$ cat src/rtl/pipeline_pkg.sv
// Shared fetch-stage definitions: bubble encoding, instruction-memory FSM states
// and the word-index width helper.
package pipeline_pkg;

  localparam logic [31:0] NOP_INS_DEF = 32'h0000_0013;  // addi x0,x0,0

  typedef enum logic {INIT, READY} imem_state_t;

  function automatic int word_idx_w(input int depth);
    return (depth <= 1) ? 1 : $clog2(depth);
  endfunction

endpackage

$ cat src/rtl/imem_ram.sv
// DEPTH x INS_W word array: one write port, one read port. The read is write-first
// and is sampled by the caller's output register, giving a one-cycle synchronous read.
module imem_ram
  import pipeline_pkg::*;
#(
  parameter int DEPTH = 64,
  parameter int INS_W = 32,
  parameter int IW    = word_idx_w(DEPTH)
) (
  input  logic             clk,
  input  logic             we,
  input  logic [IW-1:0]    waddr,
  input  logic [INS_W-1:0] wdata,
  input  logic [IW-1:0]    raddr,
  output logic [INS_W-1:0] rdata
);

  logic [INS_W-1:0] mem [DEPTH];

  always_ff @(posedge clk) begin
    if (we) mem[waddr] <= wdata;
  end

  assign rdata = (we && (waddr == raddr)) ? wdata : mem[raddr];

endmodule

$ cat src/rtl/instr_mem_sync.sv
// Registered-read instruction memory for the fetch stage: NOP init sweep after reset,
// run-time program port, stall/flush control and misaligned/out-of-range fault flag.
module instr_mem_sync
  import pipeline_pkg::*;
#(
  parameter int                ADDR_W  = 32,
  parameter int                INS_W   = 32,
  parameter int                DEPTH   = 64,
  parameter logic [INS_W-1:0]  NOP_INS = INS_W'(NOP_INS_DEF)
) (
  input  logic                         clk,
  input  logic                         rst_n,
  input  logic                         fetch_valid,
  input  logic [ADDR_W-1:0]            fetch_addr,
  input  logic                         stall,
  input  logic                         flush,
  input  logic                         prog_en,
  input  logic [$clog2(DEPTH)-1:0]     prog_addr,
  input  logic [INS_W-1:0]             prog_data,
  output logic                         ready,
  output logic [INS_W-1:0]             instruction,
  output logic                         instr_valid,
  output logic                         fault
);

  localparam int              IW    = word_idx_w(DEPTH);
  localparam longint unsigned LIMIT = 4 * longint'(DEPTH);

  imem_state_t      state_q, state_d;
  logic [IW-1:0]    idx_q, idx_d;
  logic             ready_q, ready_d;
  logic [INS_W-1:0] instruction_q, instruction_d;
  logic             instr_valid_q, instr_valid_d;
  logic             fault_q, fault_d;

  logic             ram_we;
  logic [IW-1:0]    ram_waddr;
  logic [INS_W-1:0] ram_wdata;
  logic [INS_W-1:0] ram_rdata;
  logic             bad_addr;

  // Range check widened to 64 bits so no high address bit is truncated away.
  assign bad_addr = (fetch_addr[1:0] != 2'b00) || (64'(fetch_addr) >= 64'(LIMIT));

  imem_ram #(.DEPTH(DEPTH), .INS_W(INS_W), .IW(IW)) u_ram (
    .clk   (clk),
    .we    (ram_we),
    .waddr (ram_waddr),
    .wdata (ram_wdata),
    .raddr (fetch_addr[IW+1:2]),
    .rdata (ram_rdata)
  );

  always_comb begin
    state_d       = state_q;
    idx_d         = idx_q;
    ready_d       = ready_q;
    instruction_d = instruction_q;
    instr_valid_d = instr_valid_q;
    fault_d       = fault_q;
    ram_we        = 1'b0;
    ram_waddr     = prog_addr;
    ram_wdata     = prog_data;
    case (state_q)
      INIT: begin
        ram_we    = 1'b1;
        ram_waddr = idx_q;
        ram_wdata = NOP_INS;
        idx_d     = idx_q + 1'b1;
        if (idx_q == IW'(DEPTH - 1)) begin
          state_d = READY;
          ready_d = 1'b1;
          idx_d   = '0;
        end
      end
      READY: begin
        ram_we = prog_en;
        if (flush) begin
          instruction_d = NOP_INS;
          instr_valid_d = 1'b0;
          fault_d       = 1'b0;
        end else if (stall) begin
          // hold everything
        end else if (fetch_valid) begin
          instruction_d = bad_addr ? NOP_INS : ram_rdata;
          instr_valid_d = 1'b1;
          fault_d       = bad_addr;
        end else begin
          instr_valid_d = 1'b0;
          fault_d       = 1'b0;
        end
      end
      default: state_d = INIT;
    endcase
  end

  always_ff @(posedge clk) begin
    if (!rst_n) begin
      state_q       <= INIT;
      idx_q         <= '0;
      ready_q       <= 1'b0;
      instruction_q <= NOP_INS;
      instr_valid_q <= 1'b0;
      fault_q       <= 1'b0;
    end else begin
      state_q       <= state_d;
      idx_q         <= idx_d;
      ready_q       <= ready_d;
      instruction_q <= instruction_d;
      instr_valid_q <= instr_valid_d;
      fault_q       <= fault_d;
    end
  end

  assign ready       = ready_q;
  assign instruction = instruction_q;
  assign instr_valid = instr_valid_q;
  assign fault       = fault_q;

endmodule

$ cat config.mk
export PLATFORM = sky130hd
export DESIGN_NAME = instr_mem_sync
export DESIGN_NICKNAME = d
export VERILOG_FILES = /design/src/rtl/pipeline_pkg.sv /design/src/rtl/imem_ram.sv /design/src/rtl/instr_mem_sync.sv
export SDC_FILE = /design/constraint.sdc
export NUM_CORES = 2
export LEC_CHECK = 0
export CAP_MARGIN = 20
export CORE_AREA = 5 5 489 491
export DETAILED_ROUTE_END_ITERATION = 10
export DIE_AREA = 0 0 494 496
export GPL_ROUTABILITY_DRIVEN = 1
export GPL_TIMING_DRIVEN = 0
export PLACE_DENSITY = 0.58
export SLEW_MARGIN = 30
export SYNTH_ARGS = -nofsm -noshare
export SYNTH_HDL_FRONTEND = slang
export SYNTH_HIERARCHICAL = 1
export SYNTH_SLANG_ARGS = --single-unit
$ cat constraint.sdc
create_clock -name clk -period 6.7 [get_ports clk]
set_input_delay 1.675 -clock clk [delete_from_list [all_inputs] [get_ports clk]]
set_output_delay 1.675 -clock clk [all_outputs]
set_load 0.01 [all_outputs]
---- After elaboration in Yosys (flattened, before gate mapping) ----
Memories as Yosys holds them, arrays and structs flattened.
Index checks and enable logic that the tools add are counted.
Widths: inputs -> output; s select.
storage, ports and cells
  bits in registers ....................... 42
  RAM bits ................................ 2048
  input bits .............................. 76
  output and inout bits ................... 35
  logic and storage cells ................. 39
  memories kept ........................... 1
memories
  name       words  bits a word  rd ports  clocked after Yosys merged registers in  wr ports  line            source
  u_ram.mem  64     32           1         0                                        1         imem_ram.sv:18  logic [INS_W-1:0] mem [DEPTH];
cells by class
  $add $sub $neg .......................... 1
  $lt $le $gt $ge ......................... 1
  equal/unequal tests ..................... 3
  mux-type cells .......................... 19
  bitwise gates (word level) .............. 1
  reduce and logical (&&, ||, !) cells .... 7
operators with widths
  kind                 number
  $mux 32              6
  $ge 32x9->1 const B  1
  $mux 6               2
  $mux 1               10
  $add 6x1->6 const B  1
  $eq 6x6->1           1
  $eq 6x6->1 const B   1
  $reduce_and 2->1     2
  $reduce_bool 2->1    2
  $reduce_and 3->1     1
  $ne 2x1->1 const B   1
  $pmux 1 s2           1
  $logic_and 1x1->1    1
  $logic_or 1x1->1     1
  $not 1->1            1

---- Longest topological paths before layout ----
  word-level depth ........................ 8
  gate-level depth with buffers ........... 14
  mapped depth without buffers ............ 10

---- By module ----
Netlist, hierarchy kept.
by module, submodules not included
  module          instances  cells each  area each (um2)  sequential area each (um2)
  imem_ram        1          4131        79341.1          61499.0
  instr_mem_sync  1          257         2149.6           840.8

---- Worst setup path after synthesis ----
OpenSTA, ideal clock, no wires.
  kind .................................... input to register
  from .................................... input port prog_addr[3]
  to ...................................... memory u_ram.mem[48][0] (enable)
  library setup time ...................... 0.461 ns
  arrival time ............................ 4.736 ns
  required time ........................... 6.239 ns
  path slack .............................. 1.503 ns
  cell stages on the path ................. 4
  path buffers ............................ 1
  cell sequence ........................... mux2_2 > clkbuf_1 > or3_1 > nor3_1
between the ends
  longest elaborated chain between the ends .. 1
RTL lines
  what         line                  source
  from (decl)  instr_mem_sync.sv:18  input logic [$clog2(DEPTH)-1:0] prog_addr,
  $mux 6       instr_mem_sync.sv:64  case (state_q)
  to (decl)    imem_ram.sv:18
No other way between the ends.

---- Worst setup path in the final report ----
  from .................................... input port fetch_addr[6]
  to ...................................... register instruction_q[0], in the netlist instruction[0]
between the ends
  longest elaborated chain between the ends .. 7
  elaborated cells between the ends (all ways) .. 10
  classes of those cells .................. 1 x order compare; 1 x eq/ne; 5 x mux; 2 x reduce/logical; 1 x memory
RTL lines
  what                                                   line                   source
  from (decl)                                            instr_mem_sync.sv:14   input logic [ADDR_W-1:0] fetch_addr,
  branches (longest 2 deep; another with $mem_v2 64x32)  -
  $mux 32 (*)                                            imem_ram.sv:24         assign rdata = (we && (waddr == raddr)) ? wdata : mem[raddr];
  named net ram_rdata[0]                                 instr_mem_sync.sv:39   logic [INS_W-1:0] ram_rdata;
  $mux 32 (*)                                            instr_mem_sync.sv:85   instruction_d = bad_addr ? NOP_INS : ram_rdata;
  $mux 32 (*)                                            instr_mem_sync.sv:84   end else if (fetch_valid) begin
  $mux 32 (*)                                            instr_mem_sync.sv:82   end else if (stall) begin
  $mux 32 (*)                                            instr_mem_sync.sv:78   if (flush) begin
  to (signal assigned)                                   instr_mem_sync.sv:109  instruction_q <= instruction_d;
  to (decl)                                              instr_mem_sync.sv:32   logic [INS_W-1:0] instruction_q, instruction_d;
Mark *: on every way through the listed nets, which the timed path passes. The select of a mux whose other input is x is not followed.
A chain may end at the register's enable or synchronous reset.

==> impl_metrics.csv <==
group,metric,value,unit
logic_synthesis,synth_area,81490,µm²
logic_synthesis,ys_ff_latch,2090,
pwr,p_per_area,276.1,nW/µm²
floorplan,die_area,245000,µm²
floorplan,core,234300,µm²
logic_synthesis,synth_nets,4465,
timing,fin_crit,5842,ps
critical_path,critical_path_arrival,6550,ps
critical_path,critPathBufInv,4,
grt,grt_remaining_overflow,0,
logic_synthesis,synth-main-ff-cell,"edfxtp_1",
logic_synthesis,synth_top_area_share,75.47,%
clock_network,holdBufCountCts,0,
critical_path,max_stage_delay,690,ps
place,place_hpwl,161.5,mm
run,max-cap-violations,0,
logic_synthesis,synth_edf_count,2048,
layout,final_common_cell,"edfxtp_1",
place,port_buffers,109,
clock_network,path_clk_slew,60,ps
timing,rsz0062_at_grt,"false",
grt,grt_pass1_vias,43439,
status,status,"finished clean",
layout,instances_no_fill,8195,
grt,grt_util_all_layers,18.65,%
detailed_routing,route.vias.total,43986,
timing,drv_slew,0,
detailed_routing,viasPerCell,5.367,
clock_network,post-cts-setup-buffers,0,
detailed_routing,dr.pass1.iters,6,
place,placedCellCount,7800,
logic_synthesis,synth_compound_area_share,4.901,%
logic_synthesis,syn_avg_cell_area,18.57,µm²
detailed_routing,drt_iter0_drc,5173,
critical_path,worstPathMaxFanout,10,
clock_network,clk_latency,840,ps
detailed_routing,wl_per_cell,28.53,µm
clock_network,clock-root-buffer,"clkbuf_16",
grt,grt_pass1_wl,326.0,mm
layout,nets,4939,
place,place_area,90840,µm²
clock_network,cts_inserted_buffers,210,
timing,worst_pin_slew,1100,ps
logic_synthesis,synth.yosys.seq_area_share,76.50,%
critical_path,end_kind,"flop",
place,place_congestion,0.9463,
timing,max_freq,171.2,MHz
logic_synthesis,synth_area_leaders,"edfxtp_1, mux2i_1, mux4_2",
logic_synthesis,synth_top_cell_by_area,"edfxtp_1",
timing,hold_viol,0,
clock_network,clk_path_buf_depth,3,
clock_network,cts_max_level,4,
logic_synthesis,synth_top_family_by_area,"multiplexers",
detailed_routing,ant_nets,0,
critical_path,startpoint_type,"input port",
grt,grt_max_degree,66,
logic_synthesis,synth_simple_gate_area_share,3.006,%
worst_hold_path,hp-class,"reg2reg",
critical_path,critPathTopFamily,"buffers and inverters",
detailed_routing,drcViolationCount,0,
layout,fin_area,97520,µm²
grt,antenna_found_initial,12,
clock_network,cts_resized,0,
floorplan,io_pins,111,
pwr,power.share.combinational,5.1,%
critical_path,cp_slowest_cell,"nor2_2",
logic_synthesis,ys_types,55,
timing,period_share,87.19,%
detailed_routing,drt-total-wl,233.8,mm
layout,layout-drive-gt1-share,16.77,%
layout,final_core_util,41.62,%
floorplan,rows,178,
logic_synthesis,synth_mux_area_share,13.90,%
pwr,clkPwrFrac,42.1,%
layout,syn_to_final_growth,19.67,%
logic_synthesis,ys_warn_count,6,
timing,finalClockSkew,32.96,ps
critical_path,crit_required,7410,ps
critical_path,crit_type,"in2reg",
logic_synthesis,ys_async_sr_fraction,0,%
timing,slew_headroom,26.67,%
layout,fillerInstances,20623,
floorplan,die_y,496,µm
pwr,p_int,21070,µW
clock_network,cts_tree,"yes",
floorplan,start_util,34.78,%
pwr,p_sw_share,21.77,%
layout,final_cell_mix,"edfxtp_1, mux2i_1, a22oi_1",
pwr,power_frac_seq,52.8,%
floorplan,die-width,494,µm
pwr,vdd_drop_max,0.2613,mV
logic_synthesis,synth_fa_ha_area_share,0.01535,%
timing,setup_violations,0,
logic_synthesis,synthXorXnorAreaFrac,0.09673,%
clock_network,clock-sinks,2090,
logic_synthesis,syn_inst,4388,
pwr,p_leak,0.03402,µW
critical_path,crit_chain,"clkdlybuf4s50_1 > clkbuf_1 > nor2_2 > buf_2 > clkbuf_2 > a22oi_1 > nand3_1 > nand4_1 > a32oi_1 > nand2_1 > a2111oi_0 > a31oi_1",
pwr,p_switching,5862,µW
## sequential cells by signal, summed over array words and instances, names as in the netlist
signal / count
fault: 1
idx_q: 6
instr_valid: 1
instruction: 32
ready: 1
state_q: 1
u_ram/mem: 2048
## per-stage QoR
step / setup TNS [ps] / power, µW / hold slack (ps) / setup WS [ps]
6_report: 0 / 26930 / 468.0 / 858.0
5_1_grt: 0 / 27740 / 483.3 / 1020
4_1_cts: 0 / 27140 / 468.9 / 1063
3_5_place_dp: 0 / 15860 / 454.2 / 143.5
3_3_place_gp: -131400 / 15800 / 454.8 / -1886
2_1_floorplan: 0 / 15240 / 468.6 / 1503
## cells by family after synthesis
logic type,Yosys count
adders and majority gates,1
muxes,959
AOI/OAI and AO/OA,553
buffers and inverters,284
xor gates and xnor gates,9
DFF,2090
and+or+nand+nor,492
## layout make-up
class                   count  area (µm²)  share of cell area (%)
inverters                   7       26.28                 0.02694
clock buffers             255        5466                   5.605
repair buffers            262        4832                   4.955
multi-input cells        2014       18430                   18.90
flip-flops and latches   2090       62340                   63.92
well taps                3150        3941                   4.041
clock inverters           133        1191                   1.221
plain buffers             277        1277                   1.310
diodes                      7       17.52                 0.01796
## cell usage after synthesis, drive strengths merged (3+ instances only)
cell type and instances:
a2111oi 4, nand4 63, nor2 78, buf 147, and2 33, a32oi 30, nor3b 3, nor2b 12
xnor2 4, mux2i 817, mux2 5, a22oi 405, a31oi 3, edfxtp 2048, nand2 108, or3 3
nand2b 7, nor4 9, clkbuf 130, a21oi 67, inv 7, nor3 4, xor2 5, o21ai 32
nand3 162, dfxtp 42, mux4 137
## worst paths after layout
kind	from	endpoint	slack, ps	cells after the start
max	fetch_addr[6]	instruction[0]	860	12
min	ready	ready	470	1
max reg2reg	state_q	instruction[0]	2670	13
min reg2reg	ready	ready	470	1
## power groups by stage
stage / Combinational [µW] / Sequential, µW / Clock [µW]
after global placement: 1300 / 14500 / 0
after detailed placement: 1360 / 14500 / 0
after CTS: 1360 / 14200 / 11600
after floorplan: 744 / 14500 / 0
final: 1380 / 14200 / 11300
after global routing: 1420 / 14200 / 12100
## metal layers
layer | up-vias | track usage [%] | wire length, µm | part of all wire, %
li1 | 18862 | - | - | -
met1 | 22995 | 25.26 | 96540 | 41
met2 | 1778 | 29.50 | 108800 | 47
met3 | 347 | 4.293 | 19240 | 8.2
met4 | 4 | 6.946 | 9076 | 3.9
met5 | - | 0 | 149 | 0.064
Note: power is estimated with default switching activity, not from simulation.
